==> src/rtl/bus_arbiter_rr_if.sv <==
// Shared-bus bundle between the two requesting masters and the round-robin arbiter.
// The master modport is the requester side; the slave modport is the arbiter side.
interface bus_arbiter_rr_if #(
  parameter int ADDR_W = 8,
  parameter int DATA_W = 32
);
  logic              m0_req;
  logic              m0_wr;
  logic [ADDR_W-1:0] m0_addr;
  logic [DATA_W-1:0] m0_dout;
  logic              m1_req;
  logic              m1_wr;
  logic [ADDR_W-1:0] m1_addr;
  logic [DATA_W-1:0] m1_dout;
  logic              m0_grant;
  logic              m1_grant;
  logic              s_valid;
  logic              s_wr;
  logic [ADDR_W-1:0] s_addr;
  logic [DATA_W-1:0] s_dout;

  modport master (
    output m0_req, m0_wr, m0_addr, m0_dout,
    output m1_req, m1_wr, m1_addr, m1_dout,
    input  m0_grant, m1_grant, s_valid, s_wr, s_addr, s_dout
  );

  modport slave (
    input  m0_req, m0_wr, m0_addr, m0_dout,
    input  m1_req, m1_wr, m1_addr, m1_dout,
    output m0_grant, m1_grant, s_valid, s_wr, s_addr, s_dout
  );
endinterface

==> src/rtl/bus_arbiter_rr.sv <==
// Two-master round-robin bus arbiter with a tenure limit; forwards the owner's
// address, write enable and write data to the downstream address decoder.
//
// state | meaning
// IDLE  | no master owns the bus, shared bus driven to zero
// GNT0  | master 0 owns the bus
// GNT1  | master 1 owns the bus
module bus_arbiter_rr #(
  parameter int ADDR_W   = 8,
  parameter int DATA_W   = 32,
  parameter int MAX_HOLD = 4
) (
  input  logic              clk,
  input  logic              reset,
  bus_arbiter_rr_if.slave   bus
);

  localparam int CNT_W = $clog2(MAX_HOLD);
  localparam logic [CNT_W-1:0] HOLD_LAST = CNT_W'(MAX_HOLD - 1);

  typedef enum logic [1:0] {
    IDLE = 2'd0,
    GNT0 = 2'd1,
    GNT1 = 2'd2
  } state_t;

  state_t           state, state_nxt;
  logic [CNT_W-1:0] hold_cnt, hold_cnt_nxt;
  logic             last_owner, last_owner_nxt;

  logic              wr_sel;
  logic [ADDR_W-1:0] addr_sel;
  logic [DATA_W-1:0] dout_sel;

  always_ff @(posedge clk) begin
    if (reset) begin
      state      <= IDLE;
      hold_cnt   <= '0;
      last_owner <= 1'b1;
    end else begin
      state      <= state_nxt;
      hold_cnt   <= hold_cnt_nxt;
      last_owner <= last_owner_nxt;
    end
  end

  always_comb begin
    state_nxt      = state;
    hold_cnt_nxt   = '0;
    last_owner_nxt = last_owner;
    unique case (state)
      IDLE: begin
        if (bus.m0_req && bus.m1_req) state_nxt = last_owner ? GNT0 : GNT1;
        else if (bus.m0_req)          state_nxt = GNT0;
        else if (bus.m1_req)          state_nxt = GNT1;
      end
      GNT0: begin
        if (bus.m0_req) begin
          if (hold_cnt != HOLD_LAST) hold_cnt_nxt = hold_cnt + 1'b1;
          else if (bus.m1_req)       state_nxt    = GNT1;
          else                       hold_cnt_nxt = hold_cnt;
        end else begin
          state_nxt = bus.m1_req ? GNT1 : IDLE;
        end
      end
      GNT1: begin
        if (bus.m1_req) begin
          if (hold_cnt != HOLD_LAST) hold_cnt_nxt = hold_cnt + 1'b1;
          else if (bus.m0_req)       state_nxt    = GNT0;
          else                       hold_cnt_nxt = hold_cnt;
        end else begin
          state_nxt = bus.m0_req ? GNT0 : IDLE;
        end
      end
      default: state_nxt = IDLE;
    endcase
    // Staying in a grant state rewrites the same owner, so this covers every entry.
    if (state_nxt == GNT0)      last_owner_nxt = 1'b0;
    else if (state_nxt == GNT1) last_owner_nxt = 1'b1;
  end

  // Ungranted masters never reach the bus, including their write enable.
  always_comb begin
    wr_sel   = 1'b0;
    addr_sel = '0;
    dout_sel = '0;
    if (state == GNT0) begin
      wr_sel   = bus.m0_wr;
      addr_sel = bus.m0_addr;
      dout_sel = bus.m0_dout;
    end else if (state == GNT1) begin
      wr_sel   = bus.m1_wr;
      addr_sel = bus.m1_addr;
      dout_sel = bus.m1_dout;
    end
  end

  assign bus.m0_grant = (state == GNT0);
  assign bus.m1_grant = (state == GNT1);
  assign bus.s_valid  = (state == GNT0) || (state == GNT1);
  assign bus.s_wr     = wr_sel;
  assign bus.s_addr   = addr_sel;
  assign bus.s_dout   = dout_sel;

endmodule

==> src/flat_wrapper.sv <==
// flat-port wrapper written by rule: the top's interface ports become plain ports
module bus_arbiter_rr_flat 
#(
  parameter int ADDR_W   = 8,
  parameter int DATA_W   = 32,
  parameter int MAX_HOLD = 4
)
  (clk, reset, bus_m0_req, bus_m0_wr, bus_m0_addr, bus_m0_dout, bus_m1_req, bus_m1_wr, bus_m1_addr, bus_m1_dout, bus_m0_grant, bus_m1_grant, bus_s_valid, bus_s_wr, bus_s_addr, bus_s_dout);
  bus_arbiter_rr_if #(.ADDR_W(ADDR_W), .DATA_W(DATA_W)) bus_i ();
  input  logic clk;
  input  logic reset;
  input wire logic [$bits(bus_i.m0_req)-1:0] bus_m0_req;
  input wire logic [$bits(bus_i.m0_wr)-1:0] bus_m0_wr;
  input wire logic [$bits(bus_i.m0_addr)-1:0] bus_m0_addr;
  input wire logic [$bits(bus_i.m0_dout)-1:0] bus_m0_dout;
  input wire logic [$bits(bus_i.m1_req)-1:0] bus_m1_req;
  input wire logic [$bits(bus_i.m1_wr)-1:0] bus_m1_wr;
  input wire logic [$bits(bus_i.m1_addr)-1:0] bus_m1_addr;
  input wire logic [$bits(bus_i.m1_dout)-1:0] bus_m1_dout;
  output wire logic [$bits(bus_i.m0_grant)-1:0] bus_m0_grant;
  output wire logic [$bits(bus_i.m1_grant)-1:0] bus_m1_grant;
  output wire logic [$bits(bus_i.s_valid)-1:0] bus_s_valid;
  output wire logic [$bits(bus_i.s_wr)-1:0] bus_s_wr;
  output wire logic [$bits(bus_i.s_addr)-1:0] bus_s_addr;
  output wire logic [$bits(bus_i.s_dout)-1:0] bus_s_dout;
  assign bus_i.m0_req = bus_m0_req;
  assign bus_i.m0_wr = bus_m0_wr;
  assign bus_i.m0_addr = bus_m0_addr;
  assign bus_i.m0_dout = bus_m0_dout;
  assign bus_i.m1_req = bus_m1_req;
  assign bus_i.m1_wr = bus_m1_wr;
  assign bus_i.m1_addr = bus_m1_addr;
  assign bus_i.m1_dout = bus_m1_dout;
  assign bus_m0_grant = bus_i.m0_grant;
  assign bus_m1_grant = bus_i.m1_grant;
  assign bus_s_valid = bus_i.s_valid;
  assign bus_s_wr = bus_i.s_wr;
  assign bus_s_addr = bus_i.s_addr;
  assign bus_s_dout = bus_i.s_dout;
  bus_arbiter_rr #(.ADDR_W(ADDR_W), .DATA_W(DATA_W), .MAX_HOLD(MAX_HOLD)) u_core (.clk(clk), .reset(reset), .bus(bus_i));
endmodule
==> config.mk <==
export PLATFORM = sky130hd
export DESIGN_NAME = bus_arbiter_rr_flat
export DESIGN_NICKNAME = d
export VERILOG_FILES = /design/src/rtl/bus_arbiter_rr_if.sv /design/src/rtl/bus_arbiter_rr.sv /design/src/flat_wrapper.sv
export SDC_FILE = /design/constraint.sdc
export NUM_CORES = 1
export LEC_CHECK = 0
export CAP_MARGIN = 20
export CORE_UTILIZATION = 24
export CTS_CLUSTER_SIZE = 10
export DETAILED_ROUTE_END_ITERATION = 16
export PLACE_DENSITY = 0.95
export SLEW_MARGIN = 20
export SYNTH_ARGS = -nofsm -noshare
export SYNTH_HDL_FRONTEND = slang
export SYNTH_SLANG_ARGS = --single-unit
==> constraint.sdc <==
create_clock -name clk -period 5 [get_ports clk]
set_clock_uncertainty 0.1 [all_clocks]
set_input_delay 1.5 -clock clk [delete_from_list [all_inputs] [get_ports clk]]
set_output_delay 1.5 -clock clk [all_outputs]
set_load 0.02 [all_outputs]
==> Word-level counts from Yosys, hierarchy flattened <==
Index checks and enable logic that the tools add are counted.
{ "word_totals": {"ram_bits": 0, "output_inout_bits": 44, "inputBits": 86, "memories": 0, "rom_bits": 0, "regBits": 5, "elab_cells": 43, "latchBits": 0} }
{ "classes": {"n_div": 0, "shift": 0, "eq_ne": 7, "n_reduce_logical": 5, "mux": 27, "order_cmp": 0, "bitwise_logic": 0, "n_addsub": 1, "n_mul": 0} }
{ "ops": {"columns": ["op", "n"], "rows": [
  ["32-bit two-way mux", 2],
  ["2-bit two-way mux", 16],
  ["8-bit two-way mux", 2],
  ["4-bit by 3-bit != test with 1-bit output, second input constant", 2],
  ["2-bit one-hot mux with 3 select lines", 1],
  ["1-bit two-way mux", 5],
  ["2-bit by 1-bit equality test with 1-bit output, second input constant", 2],
  ["2-bit equality test, second input constant", 2],
  ["2-bit one-hot mux with 2 select lines", 1],
  ["2-bit by 1-bit adder with 2-bit output, second input constant", 1],
  ["2-bit zero test", 1],
  ["2-bit != test, second input constant", 1],
  ["2-bit AND reduction", 1],
  ["2-bit nonzero test", 1],
  ["1-bit logical AND", 1],
  ["1-bit logical OR", 1]
]} }

==> Longest topological paths before layout <==
Gate-level depths: netlist of run 1.
{ "logic_depth": {"ltp_word": 7, "ltp_mapped": 11, "depth_no_buf": 10} }

==> Worst setup path before layout of run 1 <==
OpenSTA, ideal clock, no wires.
{ "synth_timing": {"path_type": "input port to output port", "from": "input bus_m0_addr[0]", "to": "output bus_s_addr[0]", "n_path_buf": 0, "required_ns": 3.400, "arrival_ns": 1.783, "stages": 1, "path_slack_ns": 1.617, "cell_sequence": "a22o_1"} }
{ "synth_between": {"elab_chain_len": 1} }
{ "synth_rtl": {"columns": ["element", "line_no", "text"], "rows": [
  ["start, declared", "flat_wrapper.sv:14", "input wire logic [$bits(bus_i.m0_addr)-1:0] bus_m0_addr;"],
  ["8-bit two-way mux", "bus_arbiter_rr.sv:87", "if (state == GNT0) begin"],
  ["end, declared", "flat_wrapper.sv:24", "output wire logic [$bits(bus_i.s_addr)-1:0] bus_s_addr;"]
]} }
No other way between the ends.

==> Final worst setup path of run 1 <==
Same ends and word-level chain as after synthesis.

==> key figures, run 1 <==
Detailed routing
  – Via density: 4.93
  – Number of remaining DRC errors: 0
  – Initial DRC count: 58
  – Antenna Nets Post-Route: 0
  – Drt pass-1 iters: 4
  – Routed wire length: 3740 um
  – Routed length per instance: 13.9 um
  – Via Count: 1320

Global route
  – First-pass GRT wire length: 5450 um
  – Total GRT Usage: 19.8%
  – Gr ovfl total: 0
  – Initial antenna violation count: 0
  – Largest net degree at the start of global routing: 29
  – Number of global-route vias before repair: 1297

STA
  – Final period utilization: 87.3%
  – Hold slack: 0.389 ns
  – Final Hold Fails: 0
  – Fin. max-slew vios: 0
  – Final Worst Setup Slack: 0.636 ns
  – Fmax: 229 MHz
  – RSZ-0062 raised after global routing: no
  – Endpoints failing setup: 0
  – Final min period: 4.36 ns
  – Max-slew headroom: 54.2%
  – Worst-Margin Slew: 0.687 ns
  – Setup TNS: 0 ns

Setup path
  – Worst reg2reg path startpoint: u_core.state[0]$_SDFF_PP0_
  – Reg2reg path depth: 9
  – Slowest CP cell: clkdlybuf4s50_1
  – Crit Reg-Reg Endpoint: u_core.last_owner$_SDFFE_PP1P_
  – CP startpoint kind: primary input
  – Crit path launch: bus_m0_addr[0]
  – Crit path cell chain: clkdlybuf4s50_1 -> a22o_1 -> clkdlybuf4s50_1
  – Critical path's most frequent cell: clkdlybuf4s50_1
  – Crit path DAT: 2.76 ns
  – Critical path class: in2out
  – CP max stage delay: 0.65 ns
  – Worst Path Required: 3.40 ns
  – Maximum fanout along the worst path: 1
  – Capture point of the critical path: bus_s_addr[0]
  – Flop-to-flop setup slack: 2.19 ns
  – Crit path capture type: output pin

Clocking
  – Post_cts resized: 0
  – Worst skew pair latency: 0.25 ns
  – H-Tree Depth: 1
  – Hold Buf Count CTS: 0
  – Clock buffer depth: 2
  – CTS tree: done
  – Clock sinks: 5
  – Worst-path clk slew: 0.04 ns
  – CTS buffer count: 3
  – Clock root buffer master: clkbuf_4
  – # Post-CTS Setup Buffers: 0

Placed design
  – I/O Buffers: 129
  – Placer Congestion: 0.873
  – Placed cell area: 0.00212 mm2
  – Dpl hpwl: 3050 um
  – Placed insts: 264
  – Dpl ws: 0.623 ns

Floorplan
  – Die height: 59.4 um
  – Core box area: 0.00308 mm2
  – Die X: 59.4 um
  – Full die area: 0.00353 mm2
  – FP Rows: 20
  – Initial Util: 25.7%
  – Top-Level Pins: 130

Final layout
  – Post-Layout Cell Count: 268
  – Nets@finish: 317
  – Layout area overhead: 171%
  – Layout cells sized above 1: 4.02%
  – Post-Route Utilization: 69.7%
  – Commonest non-fill, non-tap cell in the layout: clkdlybuf4s50_1
  – Design area: 0.00214 mm2
  – Fill cell count: 250
  – Most frequent cells in the layout: clkdlybuf4s50_1 (129), a22o_1 (41), ha_1 (6)
  – Antenna cells: 0

Pwr
  – Power per cell area: 242 mW/mm2
  – Pwr Total: 519 uW
  – Peak VDD IR: 0.217 mV
  – LEAKAGE: 0.826 nW

Synth
  – Post-synth net total: 190
  – Post-synth top area cell: a22o_1
  – Top area cells in the synthesized netlist: a22o_1 (45%), dfxtp_1 (13%), ha_1 (9.5%)
  – Seq/Total Area, Yosys: 12.7%
  – Synthesis-stage register bit count: 5
  – Mapped Cells: 98
  – Yosys top cell area share: 45.4%
  – Post-Syn Area per Cell: 8.07 um2
  – Post-synth design cell area: 791 um2
  – Synth unique cells: 25
  – Ys Warns: 0

Min path
  – Hold Crit Class: reg2reg

Outcome
  – Status: finished, final reports clean

Job
  – Max_cap viols: 0
-- state kept, by name, summed over array words and instances, names as in the netlist --
name	cells
u_core.hold_cnt	2
u_core.last_owner	1
u_core.state	2
-- logic make-up after synthesis --
kind of cell | count (synthesis) | share of synthesized area, %
buffers and inverters | 14 | 7.44
AO/OA/AOI/OAI | 53 | 56.6
adder cells (fa/ha/maj) | 6 | 9.49
flip-flops | 5 | 12.7
AND/OR/NAND/NOR | 19 | 12.5
multiplexers | 1 | 1.27
-- Yosys cell counts, drive strengths merged --
cell	number
a22o	41
nand2	5
a211oi	3
nor3b	1
a311oi	1
and2	1
nor2b	1
nor2	4
or2b	1
nand3b	1
a21oi	3
clkbuf	5
a221oi	1
and3	1
a21boi	1
nand2b	1
mux2i	1
nor3	2
o21ai	2
a32o	1
dfxtp	5
ha	6
buf	5
or2	1
inv	4
-- how the worst min path moves through the flow --
stage / startpoint / end / slack (ns) / depth (start not counted)
final: u_core.last_owner$_SDFFE_PP1P_ / u_core.last_owner$_SDFFE_PP1P_ / 0.39 / 2
after global routing: u_core.last_owner$_SDFFE_PP1P_ / u_core.last_owner$_SDFFE_PP1P_ / 0.43 / 2
after CTS: u_core.last_owner$_SDFFE_PP1P_ / u_core.last_owner$_SDFFE_PP1P_ / 0.39 / 2
after detailed placement: u_core.last_owner$_SDFFE_PP1P_ / u_core.last_owner$_SDFFE_PP1P_ / 0.38 / 2
after global placement: u_core.last_owner$_SDFFE_PP1P_ / u_core.last_owner$_SDFFE_PP1P_ / 0.37 / 2
after floorplan: u_core.last_owner$_SDFFE_PP1P_ / u_core.last_owner$_SDFFE_PP1P_ / 0.35 / 2
-- report_power, final --
part / internal (mW) / leakage, nW / switching (mW)
Clock: 0.0302 / 0.0150 / 0.0171
Combinational: 0.230 / 0.770 / 0.190
Sequential: 0.0458 / 0.0409 / 0.00646
Total: 0.306 / 0.826 / 0.214
-- routing by layer --
metal  vias to the layer above  track usage, %  wire length [um]
met4                         0            6.12                47
met5                         -               0                 0
met3                         5            4.37               352
met1                       598            19.2              1330
li1                        646               -                 -
met2                        71            40.4              2010
-- critical path, delay by kind of cell --
kind,cells,cell delay (ns)
AO/OA/AOI/OAI,1,0.15
buffers and inverters,2,1.11
-- area by class of cell --
| cell class | count | area (um2) | share of cell area [%] |
|---|---|---|---|
| multi-input combinational | 79 | 634 | 29.6 |
| inverter | 4 | 15.0 | 0.700 |
| timing repair buffer | 132 | 1310 | 61.3 |
| clock buffer | 4 | 26.3 | 1.23 |
| tap | 44 | 55.1 | 2.57 |
| sequential | 5 | 100 | 4.67 |
No activity file was read; power rests on OpenSTA's default activity.
==> inputs of run 2 (changes only) <==
--- a/config.mk
+++ b/config.mk
@@ -6,10 +6,12 @@
 export NUM_CORES = 1
 export LEC_CHECK = 0
 export CAP_MARGIN = 20
-export CORE_UTILIZATION = 24
+export CORE_UTILIZATION = 30
 export CTS_CLUSTER_SIZE = 10
 export DETAILED_ROUTE_END_ITERATION = 16
-export PLACE_DENSITY = 0.95
+export DONT_BUFFER_PORTS = 1
+export PLACE_DENSITY = 0.55
+export SETUP_SLACK_MARGIN = 0.1
 export SLEW_MARGIN = 20
 export SYNTH_ARGS = -nofsm -noshare
 export SYNTH_HDL_FRONTEND = slang
==> run 2 against run 1 <==
Sequential share of layout area up 7.5 points. Power down 37%. Wire length down 30%.
==> key figures, run 2 (synthesis results as in run 1) <==
Clocking
  – Hold Buf Count CTS: 0 (unchanged)
  – Clock buffer depth: 2 (unchanged)
  – # Post-CTS Setup Buffers: 0 (unchanged)
  – Post_cts resized: 0 (unchanged)
  – Worst skew pair latency: 0.24 ns (about the same)
  – Clock root buffer master: clkbuf_4
  – Worst-path clk slew: 0.04 ns (about the same)
  – CTS buffer count: 3 (unchanged)
  – CTS tree: done
  – Clock sinks: 5 (unchanged)
  – H-Tree Depth: 1 (unchanged)

Pwr
  – Power per cell area: 399 mW/mm2 (+65%)
  – Peak VDD IR: 0.176 mV (-19%)
  – LEAKAGE: 0.326 nW (-60%)

Job
  – Max_cap viols: 0 (unchanged)

Setup path
  – Crit path cell chain: inv_1 -> ha_2 -> nor2b_2 -> buf_4 -> a22o_1
  – Crit path capture type: output pin
  – Maximum fanout along the worst path: 47 (+46)
  – CP startpoint kind: flip-flop
  – CP Buf/Inv Count: 2 (unchanged)
  – CP max stage delay: 0.71 ns (+0.06 ns)
  – Critical path class: reg2out
  – Crit path DAT: 2.57 ns (-0.19 ns)
  – Capture point of the critical path: bus_s_addr[6]
  – Reg2reg path depth: 8 (-1)
  – Flop-to-flop setup slack: 2.30 ns (+0.11 ns)
  – Crit Reg-Reg Endpoint: u_core.last_owner$_SDFFE_PP1P_
  – Slowest CP cell: nor2b_2
  – Crit. path cell count: 5 (+2)
  – Worst reg2reg path startpoint: u_core.state[0]$_SDFF_PP0_
  – Crit path launch: u_core.state[1]$_SDFF_PP0_
  – Worst Path Required: 3.40 ns (about the same)
  – Top delay family on crit path: simple AND/OR/NAND/NOR gates

Placed design
  – Placed cell area: 797 um2 (-62%)
  – Placed insts: 119 (-55%)
  – Dpl ws: 1.09 ns (+0.470 ns)
  – I/O Buffers: 0 (-100%)
  – Dpl hpwl: 2130 um (-30%)
  – Placer Congestion: 0.825 (-5.5%)

STA
  – RSZ-0062 raised after global routing: no
  – Fmax: 240 MHz (+4.6%)
  – Final min period: 4.17 ns (-0.191 ns)
  – Fin. max-slew vios: 0 (unchanged)
  – Setup TNS: 0 ns (unchanged)
  – Final Worst Setup Slack: 0.828 ns (+0.191 ns)
  – Worst-Margin Slew: 0.869 ns (+0.182 ns)
  – Max-slew headroom: 42.1% (-12 points)
  – Final Hold Fails: 0 (unchanged)
  – Endpoints failing setup: 0 (unchanged)
  – Final period utilization: 83.4% (-3.8 points)
  – Hold slack: 0.382 ns (-0.00755 ns)

Global route
  – Largest net degree at the start of global routing: 48 (+66%)
  – Number of global-route vias before repair: 720 (-44%)
  – Gr ovfl total: 0 (unchanged)
  – Initial antenna violation count: 0 (unchanged)
  – First-pass GRT wire length: 3390 um (-38%)
  – Total GRT Usage: 16.5% (-3.3 points)

Detailed routing
  – Via Count: 862 (-35%)
  – Drt pass-1 iters: 4 (unchanged)
  – Routed length per instance: 21.4 um (+53%)
  – Initial DRC count: 21 (-64%)
  – Antenna Nets Post-Route: 0 (unchanged)
  – Number of remaining DRC errors: 0 (unchanged)
  – Routed wire length: 2630 um (-30%)
  – Via density: 7.01 (+42%)

Final layout
  – Post-Layout Cell Count: 123 (-54%)
  – Commonest non-fill, non-tap cell in the layout: a22o_1
  – Layout cells sized above 1: 8.60% (+4.6 points)
  – Layout area overhead: 4.11%
  – Design area: 823 um2 (-62%)
  – Multi-input logic area: 637 um2 (+0.39%)
  – Nets@finish: 186 (-41%)
  – Register area: 100 um2 (unchanged)
  – Top flop regs: u_core.hold_cnt x2, u_core.state x2, u_core.last_owner x1
  – Fill cell count: 275 (+10%)
  – Antenna cells: 0 (unchanged)
  – Most frequent cells in the layout: a22o_1 (41), nand2_1 (5), ha_1 (5), dfxtp_1 (5)

Floorplan
  – Die X: 53.3 um (-10%)
  – Full die area: 0.00285 mm2 (-19%)
  – Top-Level Pins: 130 (unchanged)
  – Initial Util: 31.9% (+6.2 points)
  – Die height: 53.3 um (-10%)
  – Core box area: 0.00248 mm2 (-20%)
  – FP Rows: 18 (-10%)

Outcome
  – Status: finished, final reports clean

Min path
  – Worst hold start: u_core.last_owner$_SDFFE_PP1P_
  – Hold Crit Class: reg2reg
## run 2: cell type report
class	count	area share, %
repair buffers	1	0.912
clock buffers	4	3.19
inverters	4	1.82
flip-flops and latches	5	12.2
multi-input cells	79	77.4
well taps	30	4.56
## run 2: power breakdown
part	total, mW	internal, mW	switching, mW
clock network	0.0445	0.0300	0.0145
registers	0.0521	0.0459	0.00625
logic	0.232	0.0718	0.160
## run 2: worst reg2reg max path: stages, from the launching register on
cell	delay, ns
dfxtp_1	0.44
ha_2	0.81
nand2_1	0.24
o21ai_0	0.17
a221oi_2	0.09
or2_1	0.22
ha_1	0.29
mux2i_1	0.18
nand2b_1	0.06
## run 2: through the flow
stage          power, mW  util, %
2_1_floorplan      0.265        -
4_1_cts            0.332     33.2
3_3_place_gp       0.282     32.2
3_5_place_dp       0.285     32.2
5_1_grt            0.355     33.2
6_report           0.329     33.2
## run 2: layer usage
| layer | GRT usage [%] | part of all wire (%) |
|---|---|---|
| met1 | 21.4 | 39 |
| met2 | 26.9 | 51 |
| met3 | 4.02 | 10 |
| met4 | 3.95 | 0 |
| met5 | 0 | 0 |
## run 2: worst min-delay path by stage
stage	end	depth (start not counted)	slack (ns)
after floorplan	u_core.last_owner$_SDFFE_PP1P_	2	0.35
after global placement	u_core.last_owner$_SDFFE_PP1P_	2	0.37
after detailed placement	u_core.last_owner$_SDFFE_PP1P_	2	0.38
after CTS	u_core.last_owner$_SDFFE_PP1P_	2	0.39
after global routing	u_core.last_owner$_SDFFE_PP1P_	2	0.42
final	u_core.last_owner$_SDFFE_PP1P_	2	0.38
